**src/rtl/dtm_pkg.sv**
```systemverilog
// dtm_pkg: shared DMI types and widths for the debug transport module
package dtm_pkg;
    localparam int DMI_ADDR_W = 7;
    localparam int DMI_DATA_W = 32;

    typedef enum logic [1:0] {
        DMI_OP_NOP   = 2'd0,
        DMI_OP_READ  = 2'd1,
        DMI_OP_WRITE = 2'd2,
        DMI_OP_RSVD  = 2'd3
    } dmi_op_t;

    typedef enum logic [1:0] {
        DMI_STATUS_SUCCESS = 2'd0,
        DMI_STATUS_FAILED  = 2'd2,
        DMI_STATUS_BUSY    = 2'd3
    } dmi_status_t;

    typedef struct packed {
        logic [DMI_ADDR_W-1:0] address;
        logic [DMI_DATA_W-1:0] data;
        dmi_op_t               op;
    } dmi_req_t;
endpackage

```
**src/rtl/dmi_interface.sv**
```systemverilog
// dmi_interface: request/response link between the DTM (jtag side) and the debug module (dm side)
interface dmi_interface;
    import dtm_pkg::*;
    logic [DMI_ADDR_W-1:0] address;
    logic [DMI_DATA_W-1:0] jtag_data;
    logic                  new_request;
    logic                  rnw;
    logic                  handled;
    logic [1:0]            response;
    logic [DMI_DATA_W-1:0] dmi_data;

    modport jtag (
        output address, jtag_data, new_request, rnw,
        input  handled, response, dmi_data
    );

    modport dm (
        input  address, jtag_data, new_request, rnw,
        output handled, response, dmi_data
    );
endinterface

```
**src/rtl/dtm_timeout_counter.sv**
```systemverilog
// dtm_timeout_counter: counts cycles of an outstanding request and flags the last cycle allowed
module dtm_timeout_counter #(
    parameter int unsigned LIMIT = 1024
) (
    input  logic clk,
    input  logic rst,
    input  logic clear,
    input  logic enable,
    output logic expired
);
    localparam int unsigned CW = $clog2(LIMIT + 1);

    logic [CW-1:0] count;

    // Count waiting cycles; a newly accepted request restarts from zero
    always_ff @(posedge clk) begin
        if (rst || clear) count <= '0;
        else if (enable && !expired) count <= count + 1'b1;
    end

    assign expired = enable && count == CW'(LIMIT - 1);
endmodule

```
**src/rtl/dtm_dmi_request.sv**
```systemverilog
// dtm_dmi_request: turns TAP DMI updates into DMI requests with sticky busy/failed status; DMI_TIMEOUT_EN adds a request timeout
module dtm_dmi_request
    import dtm_pkg::*;
#(
    parameter int unsigned TIMEOUT_CYCLES = 1024
) (
    input  logic        clk,
    input  logic        rst,
    input  logic        dmi_update,
    input  logic [40:0] dmi_update_value,
    input  logic        dmireset,
    input  logic        dmihardreset,
    output logic [40:0] dmi_capture_value,
    output logic [1:0]  dmistat,
    dmi_interface.jtag  dmi
);
    typedef enum logic {IDLE = 1'b0, REQ = 1'b1} state_t;

    state_t                state, state_n;
    dmi_status_t           sticky, sticky_n, sticky_eff;
    dmi_req_t              req;
    logic [DMI_ADDR_W-1:0] address, last_address;
    logic [DMI_DATA_W-1:0] jtag_data, last_read_data;
    logic                  rnw, is_rw, accept, busy, done, fail, read_done, expired;

    assign req = dmi_req_t'(dmi_update_value);

`ifdef DMI_TIMEOUT_EN
    dtm_timeout_counter #(.LIMIT(TIMEOUT_CYCLES)) u_timeout (
        .clk     (clk),
        .rst     (rst || dmihardreset),
        .clear   (accept),
        .enable  (state == REQ),
        .expired (expired)
    );
`else
    logic unused_timeout_cfg;
    assign unused_timeout_cfg = ^TIMEOUT_CYCLES;
    assign expired = 1'b0;
`endif

    // Next state and sticky status; handled/timeout outrank dmireset, which outranks a new update
    always_comb begin
        is_rw      = req.op == DMI_OP_READ || req.op == DMI_OP_WRITE;
        sticky_eff = dmireset ? DMI_STATUS_SUCCESS : sticky;
        done       = state == REQ && (dmi.handled || expired);
        fail       = state == REQ && (dmi.handled ? dmi.response != 2'd0 : expired);
        read_done  = state == REQ && dmi.handled && dmi.response == 2'd0 && rnw;
        accept     = state == IDLE && dmi_update && is_rw && sticky_eff == DMI_STATUS_SUCCESS;
        busy       = state == REQ && dmi_update && is_rw;
        state_n    = accept ? REQ : done ? IDLE : state;
        sticky_n   = sticky_eff != DMI_STATUS_SUCCESS ? sticky_eff :
                     fail ? DMI_STATUS_FAILED :
                     busy ? DMI_STATUS_BUSY : DMI_STATUS_SUCCESS;
    end

    // State, latched request and captured results; dmihardreset behaves like rst
    always_ff @(posedge clk) begin
        if (rst || dmihardreset) begin
            state          <= IDLE;
            sticky         <= DMI_STATUS_SUCCESS;
            address        <= '0;
            jtag_data      <= '0;
            rnw            <= 1'b0;
            last_address   <= '0;
            last_read_data <= '0;
        end else begin
            state  <= state_n;
            sticky <= sticky_n;
            if (accept) begin
                address      <= req.address;
                jtag_data    <= req.data;
                rnw          <= req.op == DMI_OP_READ;
                last_address <= req.address;
            end
            if (read_done) last_read_data <= dmi.dmi_data;
        end
    end

    assign dmi.new_request     = state == REQ;
    assign dmi.address         = address;
    assign dmi.jtag_data       = jtag_data;
    assign dmi.rnw             = rnw;
    assign dmistat             = sticky != DMI_STATUS_SUCCESS ? sticky :
                                 state == REQ ? DMI_STATUS_BUSY : DMI_STATUS_SUCCESS;
    assign dmi_capture_value   = {last_address, last_read_data, dmistat};
endmodule
```
**src/flat_wrapper.sv**
```systemverilog
// flat-port wrapper written by rule: the top's interface ports become plain ports
module dtm_dmi_request_flat import dtm_pkg::*;
#(
    parameter int unsigned TIMEOUT_CYCLES = 1024
)
  (clk, rst, dmi_update, dmi_update_value, dmireset, dmihardreset, dmi_capture_value, dmistat, dmi_address, dmi_jtag_data, dmi_new_request, dmi_rnw, dmi_handled, dmi_response, dmi_dmi_data);
  dmi_interface dmi_i ();
  input  logic clk;
  input  logic rst;
  input  logic dmi_update;
  input  logic [40:0] dmi_update_value;
  input  logic dmireset;
  input  logic dmihardreset;
  output logic [40:0] dmi_capture_value;
  output logic [1:0] dmistat;
  output wire logic [$bits(dmi_i.address)-1:0] dmi_address;
  output wire logic [$bits(dmi_i.jtag_data)-1:0] dmi_jtag_data;
  output wire logic [$bits(dmi_i.new_request)-1:0] dmi_new_request;
  output wire logic [$bits(dmi_i.rnw)-1:0] dmi_rnw;
  input wire logic [$bits(dmi_i.handled)-1:0] dmi_handled;
  input wire logic [$bits(dmi_i.response)-1:0] dmi_response;
  input wire logic [$bits(dmi_i.dmi_data)-1:0] dmi_dmi_data;
  assign dmi_address = dmi_i.address;
  assign dmi_jtag_data = dmi_i.jtag_data;
  assign dmi_new_request = dmi_i.new_request;
  assign dmi_rnw = dmi_i.rnw;
  assign dmi_i.handled = dmi_handled;
  assign dmi_i.response = dmi_response;
  assign dmi_i.dmi_data = dmi_dmi_data;
  dtm_dmi_request #(.TIMEOUT_CYCLES(TIMEOUT_CYCLES)) u_core (.clk(clk), .rst(rst), .dmi_update(dmi_update), .dmi_update_value(dmi_update_value), .dmireset(dmireset), .dmihardreset(dmihardreset), .dmi_capture_value(dmi_capture_value), .dmistat(dmistat), .dmi(dmi_i));
endmodule
```
**config.mk**
```make
export PLATFORM = sky130hd
export DESIGN_NAME = dtm_dmi_request_flat
export DESIGN_NICKNAME = d
export VERILOG_FILES = /design/src/rtl/dtm_pkg.sv /design/src/rtl/dmi_interface.sv /design/src/rtl/dtm_timeout_counter.sv /design/src/rtl/dtm_dmi_request.sv /design/src/flat_wrapper.sv
export SDC_FILE = /design/constraint.sdc
export NUM_CORES = 1
export LEC_CHECK = 0
export CAP_MARGIN = 20
export CORE_MARGIN = 2
export CORE_UTILIZATION = 39
export DETAILED_ROUTE_END_ITERATION = 6
export PLACE_DENSITY = 0.81
export REMOVE_ABC_BUFFERS = 1
export SYNTH_ARGS = -nofsm -noshare
export SYNTH_HDL_FRONTEND = slang
export SYNTH_SLANG_ARGS = --single-unit
```
**constraint.sdc**
```tcl
create_clock -name clk -period 2.1 [get_ports clk]
set_input_delay 0.63 -clock clk [delete_from_list [all_inputs] [get_ports clk]]
set_output_delay 0.63 -clock clk [all_outputs]
set_load 0.05 [all_outputs]
```
==> impl_metrics.tcl <==
set metrics [dict create \
    cts-buffers-inserted 9 \
    grt_pass1_vias 3035 \
    finalHoldViolations 0 \
    max_cap_viol_count 0 \
    finalSetupViolations 0 \
    start_util 0.407 \
    ioPinCount 165 \
    hold_buffers 0 \
    fin_cells 608 \
    dr_total_vias 3221 \
    slew_viol_final 0 \
    crit_required_ps 2320 \
    final_layout_size_suffix_gt1_frac 0.191 \
    critical_path_class "in -> reg" \
    ys_ff_latch 75 \
    drt_iter0_drc 120 \
    leakage_uw 0.00184 \
    grt_antenna_before_repair 0 \
    max_slew_margin 0.442 \
    arrival_ps 2270 \
    place_inst 592 \
    numPortBuffers 164 \
    ant_nets 0 \
    fmax_mhz 488 \
    htree_levels 3 \
    cts_tree "done" \
    dr.pass1.iters 6 \
    post-route-period-util 0.976 \
    nets 586 \
    die_w_um 91.5 \
    cellPowerDensity_nw_per_um2 627 \
    die-area_sq_um 8370 \
    core_sq_um 7330 \
    post-dp-hpwl_um 6280 \
    die_h_um 91.5 \
    synth_cells 363 \
    fin_worst_skew_ps 6.76 \
    synthFlopType "dfxtp_1" \
    worstSetupEndpointType "flip-flop" \
    yosysWarnings 0 \
    synth_top_area_frac 0.503 \
    overflow 0 \
    fin_crit_ps 2050 \
    drc 0 \
    ys_seq_area_frac 0.503 \
    grt_pass1_wl_um 14600 \
    vdd_drop_max_v 0.000347 \
    finalSetupTns_ps 0 \
    gp_congestion 0.755 \
    rsz0062_at_grt "false" \
    n_antenna_cell 0 \
    worst-path-max-fanout 41 \
    synth_area_leader_cell "dfxtp_1" \
    hold_path_class "reg -> reg" \
    cts_buffer_depth 2 \
    cp-start-kind "input port" \
    rows 31 \
    post-synth-top-count-cell "dfxtp_1" \
    cts_root_buffer "clkbuf_8" \
    clk_pin_slew_ps 80 \
    wire_per_inst_um 15.1 \
    synth.avg_cell_area_sq_um 8.22 \
    max_slew.worst_pin.slew_ps 836 \
    synth_area_sq_um 2980 \
    ys_types 28 \
    syn_to_final_growth_pct 61.2 \
    yosys-top-cells-count "dfxtp_1 (75), a21oi_1 (72), nand3_1 (72)" \
    async_reset_ff_frac 0 \
    wirelength_um 9170 \
    synth_edf_count 0 \
    status "finished clean" \
    insertion_delay_ps 340 \
    grt_max_degree 42 \
    clock-sinks 75 \
    viasPerCell 5.30 \
    track_usage 0.214 \
    synthTopCellsByArea "dfxtp_1 (50%), a21oi_1 (12%), nand3_1 (12%)" \
]
==> power breakdown <==
| part | leakage [uW] | total [uW] | switching [uW] | internal (uW) |
|---|---|---|---|---|
| registers | 0.000606 | 1460 | 14.5 | 1440 |
| clock network | 0.0000885 | 1090 | 538 | 549 |
| logic | 0.00115 | 470 | 238 | 232 |
| total | 0.00184 | 3010 | 791 | 2220 |
==> area by class of cell <==
cell class / count / area [sq um]
sequential: 75 / 1500
clock buffer: 10 / 128
tap: 99 / 124
clock inverter: 6 / 66.3
inverter: 4 / 15.0
multi-input combinational: 237 / 1280
fill: 623 / 2520
timing repair buffer: 177 / 1700
==> worst max-delay path, cell delays in order <==
cell and delay (ps):
clkdlybuf4s50_1 460, inv_1 40, ha_1 270, or3b_1 400
buf_12 190, o21ai_0 170, a21oi_1 80
==> worst paths after layout <==
check / slack, ps / cells after the start / to / start
max: 50 / 7 / u_core.dmi.jtag_data[7]$_SDFFE_PP0P_ / dmi_update_value[1]
max reg2reg: 610 / 3 / u_core.last_read_data[30]$_SDFFE_PP0P_ / u_core.dmi.rnw$_SDFFE_PP0P_
min reg2reg: 470 / 2 / u_core.last_read_data[5]$_SDFFE_PP0P_ / u_core.last_read_data[5]$_SDFFE_PP0P_
min: 470 / 2 / u_core.last_read_data[5]$_SDFFE_PP0P_ / u_core.last_read_data[5]$_SDFFE_PP0P_
==> kinds of logic after synthesis <==
family                   after synthesis  synth area share
AO/OA/AOI/OAI                        152             0.260
adder cells (fa/ha/maj)                1           0.00419
buffers and inverters                 51            0.0813
flip-flops                            75             0.503
AND/OR/NAND/NOR                       84             0.151
==> cell usage in the layout (no fill, tap or decap), types with 2 or more instances in the layout <==
cell type         n
a21oi_1          71
buf_12           11
buf_4            62
clkbuf_8          9
clkdlybuf4s50_1  80
clkinvlp_4        3
dfxtp_1          74
dlygate4sd2_1    24
inv_1             4
nand2b_1          3
nand3_1          71
o21ai_0          35
o21ai_1          37
o22ai_1           2
==> through the flow <==
stage	hold WS [ps]	cell area (sq um)	util	setup slack, ps	total power [uW]
2_1_floorplan	494	2760	-	-1510	1680
3_3_place_gp	460	4630	0.632	-258	1960
3_5_place_dp	467	4630	0.632	-320	1960
4_1_cts	475	4800	0.654	13.6	3040
5_1_grt	497	4810	0.656	4.70	3130
6_report	472	4810	0.656	50.2	3010
==> sequential cells by signal (all words and copies together), names as in the netlist <==
name,flops
u_core.dmi.new_request,1
u_core.dmi.rnw,1
u_core.dmi.address,7
u_core.dmi.jtag_data,32
u_core.last_read_data,32
u_core.sticky,2
==> per-layer routing <==
layer / wire, um / part of all wire / GRT usage / vias up
met5: 0 / 0 / 0 / -
met4: 147 / 0.016 / 0.0871 / 0
met3: 938 / 0.10 / 0.0780 / 12
met2: 4240 / 0.46 / 0.332 / 165
met1: 3850 / 0.42 / 0.269 / 1472
li1: - / - / - / 1572
==> what timing repair did <==
item / CTS / global route
pin swaps: 0 / 0
endpoints found under the setup margin: 24 / 12
setup buffers: 0 / 0
gates resized for setup: 24 / 14
No activity file was read; power rests on OpenSTA's default activity.
